File: src/rtl/ghostbus_pkg.sv
// Shared ghostbus host-side definitions: FSM state encoding and read-latency counter width.
package ghostbus_pkg;

  typedef enum logic [1:0] {
    ST_IDLE  = 2'd0,
    ST_ISSUE = 2'd1,
    ST_WAIT  = 2'd2,
    ST_ACK   = 2'd3
  } state_e;

  localparam int unsigned RD_CNT_W = 4;

endpackage

File: src/rtl/ghostbus_rr_arb2.sv
// Two-way round-robin grant; the most recently granted requester loses the next tie.
module ghostbus_rr_arb2 (
  input  logic       clk,
  input  logic       rst,
  input  logic [1:0] req,
  input  logic       en,
  output logic [1:0] grant
);

  logic last_grant_q, last_grant_d;

  always_comb begin
    grant = '0;
    unique case (req)
      2'b01:   grant = 2'b01;
      2'b10:   grant = 2'b10;
      2'b11:   grant = last_grant_q ? 2'b01 : 2'b10;
      default: grant = '0;
    endcase
    last_grant_d = last_grant_q;
    if (en && (|grant)) last_grant_d = grant[1];
  end

  always_ff @(posedge clk) begin
    if (rst) last_grant_q <= 1'b1;
    else     last_grant_q <= last_grant_d;
  end

endmodule

File: src/rtl/ghostbus_host_arb.sv
// Shares the ghostbus host port between two masters, one transaction at a time,
// with single-cycle we/re strobes and fixed-latency read data return.
module ghostbus_host_arb
  import ghostbus_pkg::*;
#(
  parameter int AW       = 24,
  parameter int DW       = 32,
  parameter int RD_DELAY = 2
) (
  input  logic          clk,
  input  logic          rst,
  input  logic          req0_valid,
  input  logic          req0_write,
  input  logic [AW-1:0] req0_addr,
  input  logic [DW-1:0] req0_wdata,
  output logic          req0_ack,
  output logic [DW-1:0] req0_rdata,
  input  logic          req1_valid,
  input  logic          req1_write,
  input  logic [AW-1:0] req1_addr,
  input  logic [DW-1:0] req1_wdata,
  output logic          req1_ack,
  output logic [DW-1:0] req1_rdata,
  output logic [AW-1:0] gb_addr,
  output logic [DW-1:0] gb_dout,
  output logic          gb_we,
  output logic          gb_re,
  input  logic [DW-1:0] gb_din
);

  state_e              state_q, state_d;
  logic [RD_CNT_W-1:0] cnt_q, cnt_d;
  logic                write_q, write_d;
  logic                id_q, id_d;
  logic [AW-1:0]       gb_addr_q, gb_addr_d;
  logic [DW-1:0]       gb_dout_q, gb_dout_d;
  logic                gb_we_q, gb_we_d;
  logic                gb_re_q, gb_re_d;
  logic [1:0]          ack_q, ack_d;
  logic [DW-1:0]       rdata0_q, rdata0_d;
  logic [DW-1:0]       rdata1_q, rdata1_d;

  logic [1:0] arb_req, grant;
  logic       arb_en;

  // Requests are only visible to the arbiter in IDLE, so held inputs are ignored mid-transaction.
  assign arb_req = (state_q == ST_IDLE) ? {req1_valid, req0_valid} : 2'b00;
  assign arb_en  = |grant;

  ghostbus_rr_arb2 u_arb (
    .clk   (clk),
    .rst   (rst),
    .req   (arb_req),
    .en    (arb_en),
    .grant (grant)
  );

  always_comb begin
    state_d   = state_q;
    cnt_d     = cnt_q;
    write_d   = write_q;
    id_d      = id_q;
    gb_addr_d = gb_addr_q;
    gb_dout_d = gb_dout_q;
    gb_we_d   = 1'b0;
    gb_re_d   = 1'b0;
    ack_d     = '0;
    rdata0_d  = rdata0_q;
    rdata1_d  = rdata1_q;
    unique case (state_q)
      ST_IDLE: begin
        if (|grant) begin
          id_d      = grant[1];
          write_d   = grant[1] ? req1_write : req0_write;
          gb_addr_d = grant[1] ? req1_addr  : req0_addr;
          gb_dout_d = grant[1] ? req1_wdata : req0_wdata;
          gb_we_d   = write_d;
          gb_re_d   = ~write_d;
          state_d   = ST_ISSUE;
        end
      end
      ST_ISSUE: begin
        if (write_q) begin
          ack_d[id_q] = 1'b1;
          state_d     = ST_ACK;
        end else begin
          cnt_d   = RD_CNT_W'(RD_DELAY - 1);
          state_d = ST_WAIT;
        end
      end
      ST_WAIT: begin
        if (cnt_q == '0) begin
          if (id_q) rdata1_d = gb_din;
          else      rdata0_d = gb_din;
          ack_d[id_q] = 1'b1;
          state_d     = ST_ACK;
        end else begin
          cnt_d = cnt_q - 1'b1;
        end
      end
      ST_ACK:  state_d = ST_IDLE;
      default: state_d = ST_IDLE;
    endcase
  end

  always_ff @(posedge clk) begin
    if (rst) begin
      state_q   <= ST_IDLE;
      cnt_q     <= '0;
      write_q   <= 1'b0;
      id_q      <= 1'b0;
      gb_addr_q <= '0;
      gb_dout_q <= '0;
      gb_we_q   <= 1'b0;
      gb_re_q   <= 1'b0;
      ack_q     <= '0;
      rdata0_q  <= '0;
      rdata1_q  <= '0;
    end else begin
      state_q   <= state_d;
      cnt_q     <= cnt_d;
      write_q   <= write_d;
      id_q      <= id_d;
      gb_addr_q <= gb_addr_d;
      gb_dout_q <= gb_dout_d;
      gb_we_q   <= gb_we_d;
      gb_re_q   <= gb_re_d;
      ack_q     <= ack_d;
      rdata0_q  <= rdata0_d;
      rdata1_q  <= rdata1_d;
    end
  end

  assign gb_addr    = gb_addr_q;
  assign gb_dout    = gb_dout_q;
  assign gb_we      = gb_we_q;
  assign gb_re      = gb_re_q;
  assign req0_ack   = ack_q[0];
  assign req1_ack   = ack_q[1];
  assign req0_rdata = rdata0_q;
  assign req1_rdata = rdata1_q;

endmodule

File: config.mk
export PLATFORM = sky130hd
export DESIGN_NAME = ghostbus_host_arb
export DESIGN_NICKNAME = d
export VERILOG_FILES = /design/src/rtl/ghostbus_pkg.sv /design/src/rtl/ghostbus_rr_arb2.sv /design/src/rtl/ghostbus_host_arb.sv
export SDC_FILE = /design/constraint.sdc
export NUM_CORES = 1
export LEC_CHECK = 0
export ABC_CLOCK_PERIOD_IN_PS = 2450
export BUFFER_PORTS_ARGS = -buffer_cell sky130_fd_sc_hd__buf_2
export CAP_MARGIN = 20
export CORE_AREA = 4 4 117 119
export DETAILED_ROUTE_END_ITERATION = 6
export DIE_AREA = 0 0 121 123
export HOLD_SLACK_MARGIN = 0.12
export PLACE_DENSITY = 0.89
export SETUP_SLACK_MARGIN = 0.02
export SYNTH_ARGS = -nofsm -noshare
export SYNTH_HDL_FRONTEND = slang
export SYNTH_HIERARCHICAL = 1
export SYNTH_SLANG_ARGS = --single-unit
File: constraint.sdc
create_clock -name clk -period 2.45 [get_ports clk]
set_clock_uncertainty 0.15 [all_clocks]
set_input_delay 0.1225 -clock clk [delete_from_list [all_inputs] [get_ports clk]]
set_output_delay 0.1225 -clock clk [all_outputs]
set_load 0.03 [all_outputs]
==> results of run 1 <==
[registers in the layout, indices dropped and copies added (netlist names)]
signal / flops
gb_dout: 32
gb_addr: 24
id_q: 1
gb_we: 1
u_arb/last_grant_q: 1
gb_re: 1
cnt_q: 4
req1_rdata: 32
state_q: 2
ack_q: 2
req0_rdata: 32
write_q: 1
[synthesized netlist by cell type, types with 3 or more instances]
master,n
clkbuf_1,26
nand2b_1,4
nand2_1,3
a21oi_1,68
buf_4,6
buf_1,5
dfxtp_1,133
inv_1,6
a211oi_1,11
o21ai_0,54
buf_6,8
o21ai_1,10
a211oi_2,50
nor2_1,59
mux2i_1,58
nand3_1,65
and2_1,3
ha_1,4
buf_2,19
[final timing paths]
path	depth (start not counted)	to	from
min	4	u_arb/last_grant_q	req0_valid
max reg2reg	8	gb_addr[16]	state_q[0]
min reg2reg	2	req1_rdata[3]	req1_rdata[3]
max	8	gb_addr[16]	state_q[0]
[metrics by stage]
| step | utilization | setup WS, ps | setup TNS, ps |
|---|---|---|---|
| finish | 0.768 | -161 | -173 |
| global route | 0.768 | -198 | -611 |
| CTS | 0.753 | 57.9 | 0 |
| detailed placement | 0.585 | 72.1 | 0 |
| global placement | 0.585 | 220 | 0 |
| floorplan | - | 350 | 0 |
[layout by cell type (no fill, tap or decap), types with 10 or more instances in the layout]
master	n
buf_2	272
dlygate4sd3_1	148
dfxtp_1	132
a21oi_1	68
nand3_1	65
nor2_1	59
mux2i_1	57
o21ai_0	54
a211oi_2	50
clkbuf_16	19
buf_4	17
a211oi_1	11
o21ai_1	10
buf_12	10
[metal layers]
| metal | share of wire | GRT usage | vias to the layer above |
|---|---|---|---|
| li1 | - | - | 3062 |
| met1 | 0.35 | 0.339 | 3317 |
| met2 | 0.48 | 0.564 | 606 |
| met3 | 0.11 | 0.116 | 182 |
| met4 | 0.071 | 0.239 | 2 |
| met5 | 0.00048 | 0 | - |
[worst register-to-register path, stage by stage, from the launching register on]
cell       delay [ps]
dfxtp_1           330
inv_1             140
ha_4              220
and2_1            220
a21boi_4          370
buf_4             210
clkbuf_16         230
mux2i_1           480
a211oi_2          140
[area by class of cell]
type	instances	area share
diodes	5	0.00130
clock buffers	20	0.0473
clock inverters	12	0.0184
inverters	7	0.00272
multi-input cells	417	0.298
flip-flops and latches	133	0.276
well taps	172	0.0223
repair buffers	449	0.334
[where the power goes]
part           switching [uW]  internal, uW
Sequential                466          2810
Combinational            3710          1950
Clock                    1020          1760
[cells by family (layout without fill, tap and decap cells)]
logic type,count (synthesis),count (layout),share of synthesized area
AO/OA/AOI/OAI,204,205,0.250
adder cells (fa/ha/maj),4,4,0.00855
buffers and inverters,71,488,0.0637
flip-flops,133,133,0.455
multiplexers,58,58,0.0992
other,0,5,0
AND/OR/NAND/NOR,150,150,0.123
[timing repair]
| item | in CTS | in global routing |
|---|---|---|
| hold endpoints to repair | 130 | 0 |
| hold buffers | 148 | 0 |
| setup endpoints to repair | 0 | 61 |
| resized for setup | 0 | 9 |
| setup buffers | 0 | 9 |
==> metrics, run 1 <==
run status=complete, but fails checks; failing checks=negative setup slack; Yosys warning count=6; vias per inst=5.90; Synth Flop Type=dfxtp_1; Die Ht=123 um; clock-pin slew on the worst setup and hold paths=60 ps; port bufs=273; Final setup viols=2; fillers=749; Slew headroom=0.563; CTS tree=done; area of the multi-input gates=2880 um2; Final period util=1.07; vias in the first global route=7,187; final worst slack=-161 ps; cell total after placement=1,018; first-pass GRT wire length=38.5 mm; CP Launch Type=flop; worst slew pin tran=655 ps; latest clock arrival within the worst-skew pair=420 ps; Worst Hold Class=input pin to flop; asr flop ratio synth=0; Placed Area=7350 um2; final hold slack=236 ps; Crit Path Max Fanout=20; DP HPWL=12.3 mm; max cap viols=0; Hold Violations, Final=0; cell family with most CP delay=buffers and inverters; Cell Pwr Density=1210 nW/um2; CP endpoint kind=flop; starting utilization of the core area=0.466; num ports=274; Row Count=41; DRC=0; Yosys top cell area share=0.455; leading area contributor after synthesis=dfxtp_1; EDFF count, synth=0; largest net degree at the start of global routing=72; critical path's largest stage delay=460 ps; Syn Nets=774; Buf+Inv Stages, Crit Path=3; share of cells above drive strength 1=0.381; initial antenna violation count=6; clock sink count=133; Setup Crit Path Kind=flop to flop; largest cells by area after synthesis=dfxtp_1, a211oi_2, mux2i_1, a21oi_1, nand3_1; die footprint=14,900 um2; area delta synth->final=64.9%; antenna-violating nets left=0; final net count=1,179; cells along the critical path=inv_1, ha_4, and2_1, a21boi_4, buf_4, clkbuf_16, mux2i_1, a211oi_2; Synth Cell Area=5850 um2; final instance area=9650 um2; Pleak=0.00414 uW; Fmax=0.383 GHz; Avg WL per Cell=22.5 um; post-synth cell types=41; total power draw=11,700 uW; Total GRT Usage=0.331; number of CTS-inserted buffers=17; Vias=7,169; Worst EP arrival=2750 ps; final wirelength=27.4 mm; reg-to-reg slack, setup=-160 ps; min Tclk post-route=2610 ps; fin cells=1,215; Avg Inst Size Synth=9.44 um2; CTS Buffer Depth=2; sequential fraction of the synthesis area=0.455; Pre-antenna DRT Iters=6; 1st-iter DRT viols=869; Die Width=121 um; slowest CP cell=mux2i_1; CTS H-tree depth=4; Req. time, crit path=2590 ps; Core ar.=12,600 um2; Max VDD drop=0.549 mV; GPL Wtd Cong=0.751; Seq. cell area=2660 um2; Mapped Cells=620; Congestion Overflow GR=0; clk root buf=clkbuf_16; Slew Viols, Final=0; Seq cells post-synth=133
Note: power is estimated with default switching activity, not from simulation.
==> inputs of run 2 (changes only) <==
--- a/config.mk
+++ b/config.mk
@@ -8,9 +8,9 @@
 export ABC_CLOCK_PERIOD_IN_PS = 2450
 export BUFFER_PORTS_ARGS = -buffer_cell sky130_fd_sc_hd__buf_2
 export CAP_MARGIN = 20
-export CORE_AREA = 4 4 117 119
+export CORE_AREA = 4 4 90 155
 export DETAILED_ROUTE_END_ITERATION = 6
-export DIE_AREA = 0 0 121 123
+export DIE_AREA = 0 0 94 159
 export HOLD_SLACK_MARGIN = 0.12
 export PLACE_DENSITY = 0.89
 export SETUP_SLACK_MARGIN = 0.02
==> metrics, run 2 (synthesized netlist as in run 1, its figures left out) <==
hold_sp=req0_valid; Switching Power=5240 uW; Fmax=0.417 GHz; Worst Hold Class=input pin to flop; Hold Violations, Final=0; Total GRT Usage=0.325; reg-to-reg slack, setup=50 ps; run status=finished clean; Final setup viols=0; Vias=7,195; final worst slack=49.3 ps; final hold slack=200 ps; share of cells above drive strength 1=0.384; DP HPWL=11.9 mm; initial antenna violation count=4; most frequent cells in the layout=buf_2, dlygate4sd3_1, dfxtp_1, a21oi_1, nand3_1; num ports=274; min Tclk post-route=2400 ps; max cap viols=0; hold path endpoint=u_arb/last_grant_q; Pleak=0.00413 uW; Congestion Overflow GR=0; first-pass GRT wire length=37.9 mm; Avg WL per Cell=22.6 um; Reg-to-Reg Start=state_q[0]; Worst EP arrival=2550 ps; dpl ws=144 ps; Final period util=0.980; vias in the first global route=7,162; most common cell after layout, fill and taps aside=buf_2; switching share of total power=0.454; worst slew pin tran=641 ps; R2R Path End=gb_addr[23]; Comb pwr share=0.498; Die Ht=159 um; vias per inst=5.95; CTS Buffer Depth=2; largest net degree at the start of global routing=67; CP Launch Type=flop; hold depth=4; Reg power frac=0.284; area delta synth->final=64.3%; final wirelength=27.3 mm; Slew headroom=0.573; DRC=0; P_int=6300 uW; CP endpoint kind=flop; clk root buf=clkbuf_16; GPL Wtd Cong=0.804; Clk pwr share=0.218; CTS H-tree depth=4; Setup Crit Path Kind=flop to flop; clock sink count=133; CTS tree=done; Max VDD drop=0.612 mV; Core ar.=12,600 um2; final net count=1,178; Crit Path Max Fanout=9; starting utilization of the core area=0.466; port bufs=273; Pre-antenna DRT Iters=7; Req. time, crit path=2600 ps; Reg2Reg Depth=10; die footprint=14,900 um2; Slew Viols, Final=0; Cell Pwr Density=1200 nW/um2; Die Width=94 um; RSZ-0062 raised after global routing=yes; latest clock arrival within the worst-skew pair=400 ps; clock-pin slew on the worst setup and hold paths=60 ps; number of CTS-inserted buffers=17; antenna-violating nets left=0; Row Count=54; 1st-iter DRT viols=576
-- run 2: cell types whose count changed in the layout (fill, tap and decap cells not counted), sizes merged --
cell      delta
clkinv       +3
clkinvlp     -3
inv          +3
bufinv       -2
buf          -1
clkbuf       -1
diode        +1
o21a         -1
-- run 2: critical path, stage by stage (launching register included) --
cell and delay [ps]:
dfxtp_2 340, inv_1 110, ha_1 240, and2_1 250, a21boi_1 270, o21a_4 290, buf_4 160, buf_4 100
buf_4 110, nor2_1 50, a211oi_2 240
-- run 2: power by group through the flow --
stage | combinational (uW) | clock [uW] | sequential, uW
detailed placement | 4710 | 0 | 3160
global placement | 4580 | 0 | 3130
global route | 6060 | 2630 | 3320
finish | 5750 | 2510 | 3270
CTS | 4910 | 2530 | 3120
floorplan | 2350 | 0 | 4320
-- run 2: layout make-up --
type	count	area, um2
Antenna cell	6	15.0
Clock buffer	18	429
Clock inverter	13	151
Fill cell	755	2950
Inverter	7	26.3
Multi-Input combinational cell	416	2890
Sequential cell	133	2670
Tap cell	168	210
Timing Repair Buffer	449	3230
-- run 2: metrics by stage --
step           total power [uW]  instance area, um2  std cells  setup TNS (ps)  utilization
2_1_floorplan              6670                5850        620               0            -
3_3_place_gp               7710                7310       1012               0        0.582
3_5_place_dp               7880                7310       1012               0        0.582
4_1_cts                   10600                9370       1191               0        0.746
5_1_grt                   12000                9610       1207            -447        0.764
6_report                  11500                9610       1210               0        0.765
-- run 2: per-layer routing --
layer	wire length (um)	share of wire	up-vias	GRT usage
met3	2370	0.087	203	0.0884
li1	-	-	3062	-
met2	13700	0.50	559	0.544
met4	2460	0.090	0	0.285
met1	8790	0.32	3371	0.318
met5	0	0	-	0
-- run 2: worst max path at each step --
stage | startpoint | slack [ps] | end
6_report | state_q[0] | 50 | gb_addr[23]
5_1_grt | state_q[0] | -250 | gb_dout[19]
4_1_cts | state_q[0] | 110 | gb_dout[19]
3_5_place_dp | state_q[0] | 140 | gb_dout[19]
3_3_place_gp | state_q[0] | 270 | gb_dout[9]
2_1_floorplan | state_q[0] | 350 | gb_addr[19]
-- run 2: timing repair --
| item | in CTS | in global routing |
|---|---|---|
| hold endpoints to repair | 128 | 0 |
| setup buffers | 0 | 10 |
| resized for setup | 0 | 14 |
| hold buffers | 148 | 0 |
| setup endpoints to repair | 0 | 41 |
==> inputs of run 3 (changes only) <==
--- a/config.mk
+++ b/config.mk
@@ -12,6 +12,7 @@
 export DETAILED_ROUTE_END_ITERATION = 6
 export DIE_AREA = 0 0 94 159
 export HOLD_SLACK_MARGIN = 0.12
+export MAX_ROUTING_LAYER = met4
 export PLACE_DENSITY = 0.89
 export SETUP_SLACK_MARGIN = 0.02
 export SYNTH_ARGS = -nofsm -noshare
==> constraint.sdc (replaced) <==
create_clock -name clk -period 2.45 [get_ports clk]
set_clock_uncertainty 0.15 [all_clocks]
set_input_delay 0.245 -clock clk [delete_from_list [all_inputs] [get_ports clk]]
set_output_delay 0.245 -clock clk [all_outputs]
set_load 0.03 [all_outputs]
==> metrics, run 3 (synthesized netlist as in run 1, its figures left out) <==
port bufs=273; total power draw=11,600 uW; vias per inst=5.83; critical path's largest stage delay=410 ps; Die Width=94 um; largest net degree at the start of global routing=67; Worst Hold Class=input pin to flop; hold depth=3; R2R Path End=gb_addr[19]; reg-to-reg slack, setup=1 ps; Slew headroom=0.572; Core ar.=12,600 um2; final net count=1,173; Final period util=0.999; 1st-iter DRT viols=505; Pre-antenna DRT Iters=5; Vias=7,028; most common cell after layout, fill and taps aside=buf_2; GPL Wtd Cong=0.814; hold_sp=req0_wdata[7]; Row Count=54; Reg2Reg Depth=9; initial antenna violation count=5; min Tclk post-route=2450 ps; area delta synth->final=63.6%; RSZ-0062 raised after global routing=yes; Pleak=0.00412 uW; DP HPWL=12.2 mm; Die Ht=159 um; Cell Pwr Density=1210 nW/um2; CTS tree=done; Seq. cell area=2670 um2; Max VDD drop=0.670 mV; CP endpoint kind=flop; number of CTS-inserted buffers=17; clk root buf=clkbuf_16; die footprint=14,900 um2; fillers=747; max cap viols=0; Reg-to-Reg Start=state_q[0]; Worst EP arrival=2610 ps; run status=finished clean; antenna-violating nets left=0; hold path endpoint=gb_dout[7]; clock-pin slew on the worst setup and hold paths=60 ps; worst slew pin tran=642 ps; DRC=0; share of cells above drive strength 1=0.384; Fmax=0.408 GHz; Hold Violations, Final=0; cells along the critical path=inv_1, ha_1, and2_2, a21boi_4, o21a_4, buf_4, buf_12, nor2_1, a211oi_2; first-pass GRT wire length=37.4 mm; Crit Path Max Fanout=26; CP startpoint=state_q[0]; CP Launch Type=flop; final wirelength=25.8 mm; slowest CP cell=dfxtp_1; Req. time, crit path=2610 ps; latest clock arrival within the worst-skew pair=410 ps; dpl ws=138 ps; starting utilization of the core area=0.466; area of the multi-input gates=2860 um2; Avg WL per Cell=21.4 um; Total GRT Usage=0.327; final worst slack=1.45 ps; most frequent cells in the layout=buf_2, dlygate4sd3_1, dfxtp_1, a21oi_1, nand3_1; final setup TNS=0 ps; CTS Buffer Depth=2; CTS H-tree depth=4; Congestion Overflow GR=0; num ports=274; clock sink count=133; Setup Crit Path Kind=flop to flop; Slew Viols, Final=0; vias in the first global route=7,052; final hold slack=138 ps; Final setup viols=0
==> run 3: cell count changes in the layout (fill, tap and decap cells not counted), moves of 2 or more <==
cell / before / now
dlygate4sd3_1: 148 / 144
buf_12: 6 / 9
buf_4: 18 / 15
clkinv_4: 6 / 3
and2_1: 3 / 1
buf_16: 2 / 0
buf_6: 0 / 2
bufinv_16: 2 / 4
==> run 3: repair_timing <==
item | in CTS | in global routing
hold buffers | 144 | 0
endpoints found under the hold margin | 122 | 0
setup endpoints to repair | 0 | 59
resized for setup | 0 | 10
setup buffers | 0 | 7
==> run 3: through the flow <==
step / util / cells / area (um2)
after floorplan: - / 620 / 5850
after global placement: 0.584 / 1015 / 7340
after detailed placement: 0.584 / 1015 / 7340
after CTS: 0.749 / 1191 / 9410
after global routing: 0.762 / 1205 / 9570
final: 0.762 / 1206 / 9570
==> run 3: cell type report <==
cell class | instances | share of cell area
inverter | 7 | 0.00274
sequential | 133 | 0.278
timing repair buffer | 444 | 0.331
tap | 168 | 0.0220
antenna | 6 | 0.00157
multi-input combinational | 416 | 0.299
clock buffer | 19 | 0.0452
clock inverter | 13 | 0.0205
==> run 3: critical path, delay by kind of cell, from the launching register on <==
family | cells | cell delay, ps
DFF | 1 | 410
AOI/OAI and AO/OA | 3 | 780
and+or+nand+nor | 2 | 300
buffers and inverters | 3 | 430
adders and majority gates | 1 | 270
==> run 3: how the worst max path moves through the flow <==
stage / endpoint / slack, ps / depth (start not counted)
finish: gb_addr[19] / 1 / 9
global route: gb_addr[21] / -80 / 9
CTS: gb_dout[7] / 100 / 8
detailed placement: gb_dout[7] / 140 / 8
global placement: gb_addr[17] / 300 / 8
floorplan: gb_addr[19] / 350 / 10
==> run 3: power breakdown <==
group	leakage, uW	switching (uW)	internal, uW
clock	0.000299	1010	1720
sequential	0.00109	462	2810
combinational	0.00273	3680	1930
total	0.00412	5160	6460
==> run 3: per-layer routing <==
metal | routed length [um] | vias up | global-route usage
li1 | - | 3043 | -
met2 | 12900 | 537 | 0.533
met1 | 8340 | 3225 | 0.327
met5 | 0 | - | -
met4 | 2540 | 0 | 0.257
met3 | 2110 | 223 | 0.0775
